--- config.mk ---
export PLATFORM = sky130hd
export DESIGN_NAME = alu_share_arbiter
export DESIGN_NICKNAME = d
export VERILOG_FILES = /design/src/rtl/alu_share_arbiter.sv
export SDC_FILE = /design/constraint.sdc
export NUM_CORES = 1
export LEC_CHECK = 0
export CORE_UTILIZATION = 42
export CTS_BUF_LIST = sky130_fd_sc_hd__clkbuf_2
export DETAILED_ROUTE_END_ITERATION = 7
export GPL_TIMING_DRIVEN = 0
export HOLD_SLACK_MARGIN = 0.08
export PLACE_DENSITY_LB_ADDON = 0.12
export SLEW_MARGIN = 30
export SYNTH_ARGS = -nofsm -noshare
export SYNTH_HDL_FRONTEND = slang
export SYNTH_SLANG_ARGS = --single-unit
--- constraint.sdc ---
create_clock -name clk -period 1.7 [get_ports clk]
set_input_delay 0.17 -clock clk [delete_from_list [all_inputs] [get_ports clk]]
set_output_delay 0.17 -clock clk [all_outputs]
set_load 0.01 [all_outputs]
--- src/rtl/alu_share_arbiter.sv ---
// Round-robin arbiter that time-shares one ALU between two requesters.
// Registers ALU operands, captures result/flags, holds response until consumed.
module alu_share_arbiter #(
  parameter int N     = 4,
  parameter int CNT_W = 8
) (
  input  logic             clk,
  input  logic             rst,
  input  logic [1:0]       req_valid,
  output logic [1:0]       req_ready,
  input  logic [3:0]       req_op0,
  input  logic [3:0]       req_op1,
  input  logic [N-1:0]     req_a0,
  input  logic [N-1:0]     req_b0,
  input  logic [N-1:0]     req_a1,
  input  logic [N-1:0]     req_b1,
  output logic [N-1:0]     alu_a,
  output logic [N-1:0]     alu_b,
  output logic [3:0]       alu_control,
  input  logic [N-1:0]     alu_result,
  input  logic             alu_v,
  input  logic             alu_c,
  input  logic             alu_n,
  input  logic             alu_z,
  output logic [1:0]       rsp_valid,
  input  logic [1:0]       rsp_ready,
  output logic [N-1:0]     rsp_result,
  output logic [3:0]       rsp_flags,
  output logic             rsp_err,
  output logic             busy,
  output logic [CNT_W-1:0] op_count
);

  typedef enum logic [1:0] {
    IDLE = 2'd0,
    EXEC = 2'd1,
    RESP = 2'd2
  } state_t;

  localparam logic [3:0] OP_MOD = 4'd7;
  localparam logic [3:0] OP_DIV = 4'd9;
  localparam logic [3:0] OP_MAX = 4'd9;

  state_t           state_q, state_d;
  logic             ptr_q, ptr_d;
  logic             owner_q, owner_d;
  logic             div0_q, div0_d;
  logic [N-1:0]     a_q, a_d;
  logic [N-1:0]     b_q, b_d;
  logic [3:0]       ctl_q, ctl_d;
  logic [N-1:0]     res_q, res_d;
  logic [3:0]       flg_q, flg_d;
  logic             err_q, err_d;
  logic [CNT_W-1:0] cnt_q, cnt_d;

  logic [1:0]       grant;
  logic             sel;
  logic [3:0]       sel_op;
  logic [N-1:0]     sel_a;
  logic [N-1:0]     sel_b;
  logic             sel_inv;
  logic             sel_div0;

  // Grant only in IDLE; a contested grant goes to the pointer's channel
  always_comb begin
    grant = 2'b00;
    if (state_q == IDLE) begin
      unique case (req_valid)
        2'b01:   grant = 2'b01;
        2'b10:   grant = 2'b10;
        2'b11:   grant = ptr_q ? 2'b10 : 2'b01;
        default: grant = 2'b00;
      endcase
    end
  end

  // Mux the granted channel's request and classify it
  always_comb begin
    sel      = grant[1];
    sel_op   = sel ? req_op1 : req_op0;
    sel_a    = sel ? req_a1 : req_a0;
    sel_b    = sel ? req_b1 : req_b0;
    sel_inv  = sel_op > OP_MAX;
    sel_div0 = ((sel_op == OP_MOD) || (sel_op == OP_DIV)) &&
               (sel_b == '0);
  end

  // Next-state and datapath register updates
  always_comb begin
    state_d = state_q;
    ptr_d   = ptr_q;
    owner_d = owner_q;
    div0_d  = div0_q;
    a_d     = a_q;
    b_d     = b_q;
    ctl_d   = ctl_q;
    res_d   = res_q;
    flg_d   = flg_q;
    err_d   = err_q;
    cnt_d   = cnt_q;
    unique case (state_q)
      IDLE: begin
        if (|grant) begin
          owner_d = sel;
          a_d     = sel_a;
          b_d     = sel_b;
          div0_d  = sel_div0;
          if (sel_inv) begin
            // Never present an undefined opcode to the ALU
            ctl_d   = 4'd0;
            res_d   = '0;
            flg_d   = 4'd0;
            err_d   = 1'b1;
            state_d = RESP;
          end else begin
            ctl_d   = sel_op;
            state_d = EXEC;
          end
        end
      end
      EXEC: begin
        res_d   = alu_result;
        flg_d   = {alu_v, alu_c, alu_n, alu_z};
        err_d   = div0_q;
        state_d = RESP;
      end
      RESP: begin
        if (rsp_ready[owner_q]) begin
          cnt_d   = cnt_q + 1'b1;
          ptr_d   = ~owner_q;
          state_d = IDLE;
        end
      end
      default: state_d = IDLE;
    endcase
  end

  // State and datapath registers
  always_ff @(posedge clk or posedge rst) begin
    if (rst) begin
      state_q <= IDLE;
      ptr_q   <= 1'b0;
      owner_q <= 1'b0;
      div0_q  <= 1'b0;
      a_q     <= '0;
      b_q     <= '0;
      ctl_q   <= 4'd0;
      res_q   <= '0;
      flg_q   <= 4'd0;
      err_q   <= 1'b0;
      cnt_q   <= '0;
    end else begin
      state_q <= state_d;
      ptr_q   <= ptr_d;
      owner_q <= owner_d;
      div0_q  <= div0_d;
      a_q     <= a_d;
      b_q     <= b_d;
      ctl_q   <= ctl_d;
      res_q   <= res_d;
      flg_q   <= flg_d;
      err_q   <= err_d;
      cnt_q   <= cnt_d;
    end
  end

  // Outputs decoded from registered state
  always_comb begin
    req_ready   = grant;
    alu_a       = a_q;
    alu_b       = b_q;
    alu_control = ctl_q;
    rsp_valid   = 2'b00;
    if (state_q == RESP) begin
      rsp_valid = owner_q ? 2'b10 : 2'b01;
    end
    rsp_result  = res_q;
    rsp_flags   = flg_q;
    rsp_err     = err_q;
    busy        = state_q != IDLE;
    op_count    = cnt_q;
  end

endmodule

==> results.py <==
metrics = {
    "routing": {
        "wl_per_cell_um": 13.9,
        "drt_iter0_markers": 50,
        "viasPerCell": 5.15,
        "antenna_left": 0,
        "vias": 1432,
        "wirelength_um": 3880,
        "dr.pass1.iters": 4,
        "drc": 0,
    },
    "setup_path": {
        "crit_slowest_cell": "dfrtp_1",
        "arrival_ns": 1.97,
        "crit_fanout": 10,
        "critical_path_class": "flop to flop",
        "critPathMostFrequentCell": "buf_6",
        "worst_r2r_startpoint": "state_q[0]",
        "critPathCaptureType": "flop",
        "cp.required_ns": 1.98,
        "crit_chain": "nor2_4, buf_6, nand3_4, inv_2, buf_4, o311a_1, buf_6, a22o_1",
        "cp_slowest_stage_delay_ns": 0.44,
        "crit_path_start_kind": "flop",
        "worstReg2RegEnd": "rsp_flags[3]",
        "reg2reg_slack_ns": 0.006,
        "r2r_cells": 8,
    },
    "cells_and_area": {
        "layout_commonest_cell": "clkdlybuf4s50_1",
        "seqCellArea_um2": 851,
        "area_growth_pct": 58.6,
        "multiInputGateArea_um2": 707,
        "fillCellCount": 265,
        "drive_above_1_share_pct": 14.7,
        "antenna_cells": 0,
        "final_cell_mix": "clkdlybuf4s50_1, dfrtp_1, o21ai_0, mux2i_1, nand2_1",
        "final_nets": 270,
    },
    "die": {
        "die_x_um": 63.2,
        "initial_core_util_pct": 45.3,
        "core_um2": 3470,
        "ios": 72,
        "fp.dieH_um": 63.2,
        "rows": 21,
        "die_area_um2": 3990,
    },
    "timing": {
        "finalHoldViolations": 0,
        "max_slew_margin_pct": 54.2,
        "postLayoutSetupSlackWorst_ns": 0.00640,
        "slew_viol_final": 0,
        "fin_crit_sh_pct": 99.6,
        "fmax_mhz": 590,
        "finalSetupViolCount": 0,
        "skew_ns": 0.0123,
        "fin_tns_setup_ns": 0,
        "rsz0062_at_grt": "true",
        "worstMarginPinSlew_ns": 0.686,
        "min_period_ns": 1.69,
    },
    "global_routing": {
        "overflow": 0,
        "grt_max_degree": 35,
        "grt_pass1_wl_um": 6500,
        "antenna_found_initial": 0,
        "grt_pass1_vias": 1429,
        "grt.total_usage_pct": 21.1,
    },
    "yosys": {
        "syn_nets": 183,
        "yosys_warnings": 0,
        "syn_area_um2": 1570,
        "yosys_register_bits": 34,
        "syn_area_per_cell_um2": 10.9,
        "synth_cell_types": 34,
        "synthCells": 144,
        "synth-seq-area-share_pct": 54.1,
    },
    "outcome": {
        "status": "completed",
    },
    "clock_network": {
        "numClockSinks": 34,
        "clkTransAtPathRegs_ns": 0.17,
        "cts_buffer_depth": 2,
        "tritoncts": "done",
        "cts_root_buffer": "clkbuf_2",
        "clock_latency_ns": 0.38,
        "cts_inserted_buffers": 5,
        "h-tree-depth": 2,
    },
    "power_and_ir_drop": {
        "power_density_nw_per_um2": 1520,
        "peakVddDrop_mv": 0.808,
        "cellLeakagePower_uw": 0.00113,
    },
    "run": {
        "cap_violations": 0,
    },
    "placement": {
        "portBuffers": 71,
        "hpwl_um": 2690,
        "post-place-ws_ns": -0.353,
        "gp_congestion": 0.678,
    },
    "worst_hold_path": {
        "hold_path.class": "input pin to asynchronous set/reset pin",
    },
}
final cells by class:
class                           instances  area share (%)
Inverter                                8            1.30
Timing Repair Buffer                   80            31.1
Tap cell                               46            2.31
Multi-Input combinational cell         98            28.3
Buffer                                  4            1.30
Sequential cell                        34            34.1
Clock buffer                            6            1.20
Clock inverter                          2           0.351
where the power goes:
part	switching [uW]	total [uW]	internal [uW]
registers	248	1390	1140
logic	879	2050	1170
clock network	265	366	101
worst max path at each step:
stage	startpoint	end	slack [ns]	depth (start not counted)
6_report	state_q[0]	rsp_flags[3]	0.006	8
4_1_cts	state_q[0]	rsp_flags[3]	-0.009	8
3_3_place_gp	req_valid[1]	req_ready[0]	-0.36	5
2_1_floorplan	ptr_q	rsp_flags[0]	0.23	6
3_5_place_dp	req_valid[1]	req_ready[0]	-0.35	5
5_1_grt	state_q[0]	req_ready[1]	-0.08	6
through the flow:
step           util [%]  instance area, um2  cells  hold WS [ns]  power [uW]
2_1_floorplan         -                1570    144         0.275        2270
3_3_place_gp       67.5                2340    261         0.460        3160
3_5_place_dp       67.5                2340    261         0.472        3210
4_1_cts            71.0                2460    277         0.203        3750
5_1_grt            71.9                2490    278         0.230        4070
6_report           71.9                2490    278         0.192        3800
flip-flops by register name (all words and copies together) (netlist names):
signal	cells
alu_b	4
alu_a	4
ptr_q	1
div0_q	1
rsp_err	1
op_count	8
rsp_flags	4
state_q	2
owner_q	1
rsp_result	4
alu_control	4
synthesized netlist by cell type:
cell type / number / share of area (%)
and3b_1: 2 / 1.1
o21ai_0: 12 / 3.8
nand4_1: 3 / 1.2
o21a_1: 1 / 0.48
and3_1: 1 / 0.40
a2bb2oi_1: 1 / 0.56
clkbuf_1: 1 / 0.24
mux2i_1: 11 / 7.0
nor2b_1: 1 / 0.40
a221o_1: 2 / 1.3
a22oi_1: 1 / 0.48
nor2_1: 11 / 2.6
inv_1: 7 / 1.7
inv_2: 1 / 0.24
xor2_1: 2 / 1.1
mux2_2: 1 / 0.72
nor3_1: 1 / 0.32
o41ai_1: 1 / 0.56
a22o_1: 9 / 5.0
buf_2: 3 / 0.95
nand3_1: 4 / 1.3
ha_1: 1 / 0.80
a21oi_1: 4 / 1.3
nor4bb_1: 1 / 0.64
nor3b_1: 4 / 1.9
xnor2_1: 5 / 2.8
nand2_1: 11 / 2.6
nand3_2: 2 / 1.3
o21ai_2: 1 / 0.56
nor2_4: 1 / 0.72
nand3b_1: 1 / 0.48
o311a_1: 1 / 0.64
nand2b_1: 2 / 0.80
dfrtp_1: 34 / 54
routing by layer:
metal,vias to the layer above,global-route usage (%),share of wire (%)
li1,690,-,-
met2,60,33.6,48
met4,0,7.95,1.5
met3,6,6.70,7.6
met5,-,0,0
met1,676,26.7,43
cells by family (layout without fill, tap and decap cells):
| logic type | count (synthesis) | after routing | synth area share [%] |
|---|---|---|---|
| xor+xnor | 7 | 7 | 3.90 |
| compound gates | 33 | 33 | 14.6 |
| simple gates | 45 | 45 | 15.8 |
| mux | 12 | 12 | 7.72 |
| buf+inv | 12 | 100 | 3.10 |
| fa+ha+maj | 1 | 1 | 0.795 |
| flops | 34 | 34 | 54.1 |
repair_timing:
| action | in CTS | in global routing |
|---|---|---|
| buffers inserted | 8 | 1 |
| pin swaps | 3 | 2 |
| gates resized for setup | 18 | 10 |
| hold buffers | 0 | 0 |
| endpoints found under the setup margin | 5 | 12 |
worst max-delay path, delay by kind of cell, from the launching register on:
| family | cells | cell delay [ns] |
|---|---|---|
| AOI/OAI and AO/OA | 2 | 0.54 |
| and+or+nand+nor | 2 | 0.16 |
| DFF | 1 | 0.44 |
| buffers and inverters | 4 | 0.46 |
(Power assumes the default switching activity.)
